$ cat config.mk
export PLATFORM = sky130hd
export DESIGN_NAME = counter_cmd_ctrl
export DESIGN_NICKNAME = d
export VERILOG_FILES = /design/src/rtl/counter_pkg.sv /design/src/rtl/btn_debounce.sv /design/src/rtl/counter_cmd_ctrl.sv
export SDC_FILE = /design/constraint.sdc
export NUM_CORES = 1
export LEC_CHECK = 0
export ABC_AREA = 1
export BUFFER_PORTS_ARGS = -buffer_cell sky130_fd_sc_hd__buf_2
export CAP_MARGIN = 25
export CORE_MARGIN = 3
export CORE_UTILIZATION = 55
export DETAILED_ROUTE_END_ITERATION = 12
export PLACE_DENSITY = 0.72
export SYNTH_ARGS = -nofsm -noshare
export SYNTH_HDL_FRONTEND = slang
export SYNTH_SLANG_ARGS = --single-unit
$ cat constraint.sdc
create_clock -name clk -period 8.1 [get_ports clk]
set_input_delay 0.81 -clock clk [delete_from_list [all_inputs] [get_ports clk]]
set_output_delay 0.81 -clock clk [all_outputs]
set_load 0.03 [all_outputs]
$ cat src/rtl/counter_pkg.sv
// counter_pkg
//   Types and helpers shared by the counter front-end controller and the
//   up/down counter bench.
//   CNT_W      : width of the counter's d_in port
//   cnt_t      : counter data word
//   cnt_ctrl_t : the full control bundle driven into the counter
//   ctr_width  : bit width needed for a counter running 0..n-1 (at least 1)
package counter_pkg;

  localparam int CNT_W = 4;

  typedef logic [CNT_W-1:0] cnt_t;

  typedef struct packed {
    logic load;
    logic up_down;
    logic enable;
    cnt_t d_in;
  } cnt_ctrl_t;

  // A modulus of 1 still needs a one-bit register so the counter stays legal.
  function automatic int ctr_width(input int n);
    return (n > 1) ? $clog2(n) : 1;
  endfunction

endpackage

$ cat src/rtl/btn_debounce.sv
// btn_debounce
//   Cleans up one raw push-button: 2-flop synchroniser, hold-time debounce,
//   and a registered one-cycle pulse on every accepted press.
//   Ports:
//     clk   in  system clock, rising-edge
//     rst   in  asynchronous active-high reset
//     raw   in  raw asynchronous button level
//     level out debounced stable level
//     press out one-cycle pulse, one cycle after level rises
module btn_debounce
  import counter_pkg::*;
#(
  parameter int DEBOUNCE_CYCLES = 1_000_000
) (
  input  logic clk,
  input  logic rst,
  input  logic raw,
  output logic level,
  output logic press
);

  localparam int CW = ctr_width(DEBOUNCE_CYCLES);
  localparam logic [CW-1:0] C_LAST = CW'(DEBOUNCE_CYCLES - 1);

  logic          sync1;
  logic          sync2;
  logic          level_d;
  logic [CW-1:0] count;

  // Two flops in a row bring the asynchronous button into the clock domain
  // before anything else looks at it.
  always_ff @(posedge clk or posedge rst) begin
    if (rst) begin
      sync1 <= 1'b0;
      sync2 <= 1'b0;
    end else begin
      sync1 <= raw;
      sync2 <= sync1;
    end
  end

  // The stable level only moves once the synced input has disagreed with it
  // on DEBOUNCE_CYCLES consecutive edges; any agreement restarts the count,
  // so short glitches never reach the level.
  always_ff @(posedge clk or posedge rst) begin
    if (rst) begin
      level <= 1'b0;
      count <= '0;
    end else if (sync2 != level) begin
      if (count == C_LAST) begin
        level <= ~level;
        count <= '0;
      end else begin
        count <= count + CW'(1);
      end
    end else begin
      count <= '0;
    end
  end

  // Rising edges of the stable level become a registered one-cycle press;
  // releases are deliberately ignored.
  always_ff @(posedge clk or posedge rst) begin
    if (rst) begin
      level_d <= 1'b0;
      press   <= 1'b0;
    end else begin
      level_d <= level;
      press   <= level & ~level_d;
    end
  end

endmodule

$ cat src/rtl/counter_cmd_ctrl.sv
// counter_cmd_ctrl
//   Front-end controller sitting directly upstream of the up/down counter.
//   Turns three raw buttons and a switch bank into clean counter controls.
//   Ports:
//     clk      in  system clock, rising-edge
//     rst      in  asynchronous active-high reset
//     btn_load in  raw button: load the switch value into the counter
//     btn_dir  in  raw button: toggle count direction
//     btn_run  in  raw button: toggle run/stop
//     d_sw     in  raw switch bank (synchronised, not debounced)
//     load     out one-cycle load strobe
//     up_down  out 1 = count up, 0 = count down
//     enable   out count-enable pulse, one every TICK_DIV cycles while running
//     d_out    out load value for the counter
//     running  out run/stop status
module counter_cmd_ctrl
  import counter_pkg::*;
#(
  parameter int DEBOUNCE_CYCLES = 1_000_000,
  parameter int TICK_DIV        = 50_000_000,
  parameter int DATA_W          = 4
) (
  input  logic              clk,
  input  logic              rst,
  input  logic              btn_load,
  input  logic              btn_dir,
  input  logic              btn_run,
  input  logic [DATA_W-1:0] d_sw,
  output logic              load,
  output logic              up_down,
  output logic              enable,
  output logic [DATA_W-1:0] d_out,
  output logic              running
);

  localparam int TW = ctr_width(TICK_DIV);
  localparam logic [TW-1:0] T_LAST = TW'(TICK_DIV - 1);

  logic              load_ev;
  logic              dir_ev;
  logic              run_ev;
  logic              unused_load_level;
  logic              unused_dir_level;
  logic              unused_run_level;
  logic [DATA_W-1:0] d_sync1;
  logic [DATA_W-1:0] d_sync2;
  logic [TW-1:0]     tick_cnt;
  logic              running_q;
  cnt_ctrl_t         ctrl_q;

  btn_debounce #(.DEBOUNCE_CYCLES(DEBOUNCE_CYCLES)) u_load_btn (
    .clk   (clk),
    .rst   (rst),
    .raw   (btn_load),
    .level (unused_load_level),
    .press (load_ev)
  );

  btn_debounce #(.DEBOUNCE_CYCLES(DEBOUNCE_CYCLES)) u_dir_btn (
    .clk   (clk),
    .rst   (rst),
    .raw   (btn_dir),
    .level (unused_dir_level),
    .press (dir_ev)
  );

  btn_debounce #(.DEBOUNCE_CYCLES(DEBOUNCE_CYCLES)) u_run_btn (
    .clk   (clk),
    .rst   (rst),
    .raw   (btn_run),
    .level (unused_run_level),
    .press (run_ev)
  );

  // Switches only need synchronising; they are sampled solely on a load.
  always_ff @(posedge clk or posedge rst) begin
    if (rst) begin
      d_sync1 <= '0;
      d_sync2 <= '0;
    end else begin
      d_sync1 <= d_sw;
      d_sync2 <= d_sync1;
    end
  end

  // Load strobe, load value, direction and run state. Events arriving on
  // the same edge are all applied together.
  always_ff @(posedge clk or posedge rst) begin
    if (rst) begin
      ctrl_q.load    <= 1'b0;
      ctrl_q.up_down <= 1'b1;
      ctrl_q.d_in    <= '0;
      running_q      <= 1'b0;
    end else begin
      ctrl_q.load <= load_ev;
      if (load_ev) begin
        ctrl_q.d_in <= cnt_t'(d_sync2);
      end
      if (dir_ev) begin
        ctrl_q.up_down <= ~ctrl_q.up_down;
      end
      if (run_ev) begin
        running_q <= ~running_q;
      end
    end
  end

  // Prescaler: the tick counter restarts on every run toggle, sits at zero
  // while stopped, and restarts on a load so the counter never sees load and
  // enable together. Otherwise each wrap produces one enable cycle.
  always_ff @(posedge clk or posedge rst) begin
    if (rst) begin
      tick_cnt      <= '0;
      ctrl_q.enable <= 1'b0;
    end else if (run_ev || !running_q || load_ev) begin
      tick_cnt      <= '0;
      ctrl_q.enable <= 1'b0;
    end else if (tick_cnt == T_LAST) begin
      tick_cnt      <= '0;
      ctrl_q.enable <= 1'b1;
    end else begin
      tick_cnt      <= tick_cnt + TW'(1);
      ctrl_q.enable <= 1'b0;
    end
  end

  assign load    = ctrl_q.load;
  assign up_down = ctrl_q.up_down;
  assign enable  = ctrl_q.enable;
  assign d_out   = DATA_W'(ctrl_q.d_in);
  assign running = running_q;

endmodule
==> results.txt <==
----------------------------------------------------
[Cells and area]
  Most common cell after layout, fill and taps aside ... nor2_1
  Growth of design area from synthesis to finish ... 15.3%
  Post-route standard cell area excluding fillers ... 6780 um2
  Commonest non-fill, non-tap cells in the layout ... 178 x nor2_1, 134 x nand2_1, 116 x dfrtp_1
  Antenna diode count ... 0
  Final net count ... 763
  Fraction of final layout cells sized beyond drive strength 1 ... 13.1%

[Floorplanning]
  Die Y ... 109 um
  Core Region ... 10400 um2
  Top-Level Pins ... 17
  Die footprint ... 12000 um2
  Count of standard-cell rows ... 37
  Starting utilization of the core area ... 56.7%
  Width of the die ... 109 um

[Setup path]
  Chain of cells forming the critical path ... buf_2
  Worst R2R Start ... u_run_btn.count[0]$_DFF_PP0_
  Crit path buf inv count ... 1
  Delay of the slowest cell on the worst path ... 0.53 ns
  Critical-path top delay cell ... dfstp_2
  CP startpoint ... up_down$_DFFE_PP1P_
  Crit path max-delay family ... flip-flops
  Startpoint types ... flop
  CP Class ... flop to output pin
  Sort of element at the end of the critical path ... output pin
  Req. time, crit path ... 7.29 ns
  Worst EP arrival ... 1.23 ns
  Maximum net fanout on the critical path ... 2

[Timing]
  Final count of pins violating max slew ... 0
  Number of setup violations in the final report ... 0
  Worst slew pin tran ... 0.865 ns
  Shortest period the worst path allows ... 2.04 ns
  Worst-case clock skew ... 0.00715 ns
  Final total negative setup slack ... 0 ns
  Final worst-path cycle share ... 25.2%
  Relative max-transition margin ... 42.3%
  Number of failing hold endpoints at the final stage ... 0
  Unrepaired setup endpoints after global routing ... false
  Max Clk Rate ... 490 MHz

[Synth]
  Yosys warning total ... 0
  Seq/Total Area, Yosys ... 49.8%
  Number of synthesized flops with an enable pin ... 0
  Proportion of synthesized flip-flops having asynchronous set or reset ... 100%
  Most common flop cell mapped by yosys ... dfrtp_1
  Average instance area after synthesis ... 8.20 um2
  Synth Instances ... 718
  Number of synthesized register bits ... 117
  Synthesized cell area ... 5880 um2
  Synth unique cells ... 30
  Synthesized netlist net count ... 732

[Clock tree]
  Clock root cell ... clkbuf_8
  Deepest level of the CTS H-tree ... 4
  Clock transition time at the flip-flop clock pins of the worst setup and hold paths ... 0.05 ns
  Bufs on Longest Clock Path ... 2
  CTS tree ... built
  Clock tree sinks ... 117
  Post-CTS setup buffer count ... 0
  Quantity of hold-fixing buffers added after cts ... 0
  Clock Latency Late Sink ... 0.52 ns
  Count of cells resized by post-cts repair ... 0
  Number of buffers created by CTS ... 17

[Power]
  Worst ir drop on vdd ... 0.194 mV
  Clock share of power ... 57.9%
  Fraction of power spent switching nets ... 20.0%
  Internal power consumption ... 1190 uW
  Comb pwr share ... 1.9%
  Net Switching ... 296 uW
  Power density over the cells ... 218 nW/um2
  Pleak ... 0.00291 uW
  Share of power burned in registers ... 40.2%

[GRT]
  Initial antenna violation count ... 0
  Wire length of the first global-routing pass ... 20400 um
  Overall routing resource usage ... 21.8%
  Number of global-route vias before repair ... 4464
  Grt ovf ... 0
  Maximum number of pins on one net before global-route repair ... 72

[Routing]
  Drc violations ... 0
  Number of vias in the routed layout ... 4650
  Router iterations before antenna repair ... 5
  Avg WL per Cell ... 13.2 um
  Total routed wirelength ... 11900 um
  Iter 0 DRT Violations ... 301
  Antenna viol nets, final ... 0
  Post-detailed-route via-to-cell ratio ... 5.18

[Flow run]
  Number of maximum-capacitance constraint violations ... 0

[Outcome]
  Status ... completed

[Min path]
  Worst hold start ... u_dir_btn.sync1$_DFF_PP0_
  Worst Hold Class ... flop to flop

[Placement]
  # port buffers ... 16
  Half-perimeter wire length after placement ... 8070 um
  Area after DPL ... 6110 um2
  Global placer's final weighted congestion ... 0.903

----------------------------------------------------
power groups by stage:
stage          Sequential (uW)  Combinational (uW)  Clock [uW]
2_1_floorplan              606                20.6           0
3_3_place_gp               606                28.2           0
3_5_place_dp               607                29.3           0
4_1_cts                    597                29.6         867
5_1_grt                    597                33.3         894
6_report                   596                28.1         857
path summary, 6_finish.rpt:
kind / to / slack, ns / cells after the start
worst min register to register: u_dir_btn.sync2$_DFF_PP0_ / 0.35 / 0
max in group asynchronous: u_run_btn.count[16]$_DFF_PP0_ / 6.46 / 3
worst min-delay path: u_dir_btn.sync2$_DFF_PP0_ / 0.35 / 0
worst max register to register: u_run_btn.count[9]$_DFF_PP0_ / 6.53 / 6
worst max-delay path: up_down / 6.06 / 1
min in group asynchronous: u_dir_btn.count[14]$_DFF_PP0_ / 0.37 / 2
per-layer routing:
metal	up-vias	track usage [%]	part of all wire, %
li1	2309	-	-
met1	2196	29.0	45
met2	115	35.2	48
met3	30	4.40	4.2
met4	0	8.82	2.3
met5	-	0	0
synthesized netlist by cell type (all sizes together) (2+ instances only):
cell type	count	area, um2
nor3b	2	15.0
nor3	15	86.3
o21ai	3	15.0
mux2	4	45.0
ha	5	62.6
nand4	7	43.8
buf	4	35.0
nand2	141	557
and2	6	37.5
inv	68	255
a21oi	10	50.1
nand3	76	405
xor2	32	288
xnor2	18	158
nor2	206	878
dfrtp	116	2900
final cells by class:
class	count	area, um2
flip-flops and latches	117	2930
clock buffers	20	455
repair buffers	17	87.6
clock inverters	12	223
well taps	136	170
fillers	883	3590
inverters	68	258
multi-input cells	528	2660
state kept, by name, indices dropped and copies added (netlist names), 4 cells and up:
register / count
u_run_btn.count: 20
d_sync2: 4
tick_cnt: 26
d_sync1: 4
d_out: 4
u_dir_btn.count: 20
u_load_btn.count: 20
cell families (layout without fill, tap and decap cells):
family	count (synthesis)	in the layout	share of synthesized area, %
XOR/XNOR	50	50	7.57
adder cells (fa/ha/maj)	5	5	1.06
flip-flops	117	117	49.8
buffers and inverters	73	117	5.00
AND/OR/NAND/NOR	455	455	34.6
multiplexers	4	4	0.765
AO/OA/AOI/OAI	14	14	1.21
metrics by stage:
stage          power (uW)  hold WS, ns  utilization (%)  worst slack, ns  cells
2_1_floorplan         626        0.331                -             4.19    718
3_3_place_gp          634        0.333             58.9             5.87    866
3_5_place_dp          636        0.337             58.9             5.82    866
4_1_cts              1490        0.350             65.4             6.04    898
5_1_grt              1520        0.356             65.4             6.01    898
6_report             1480        0.347             65.4             6.06    898
Note: power is estimated with default switching activity, not from simulation.
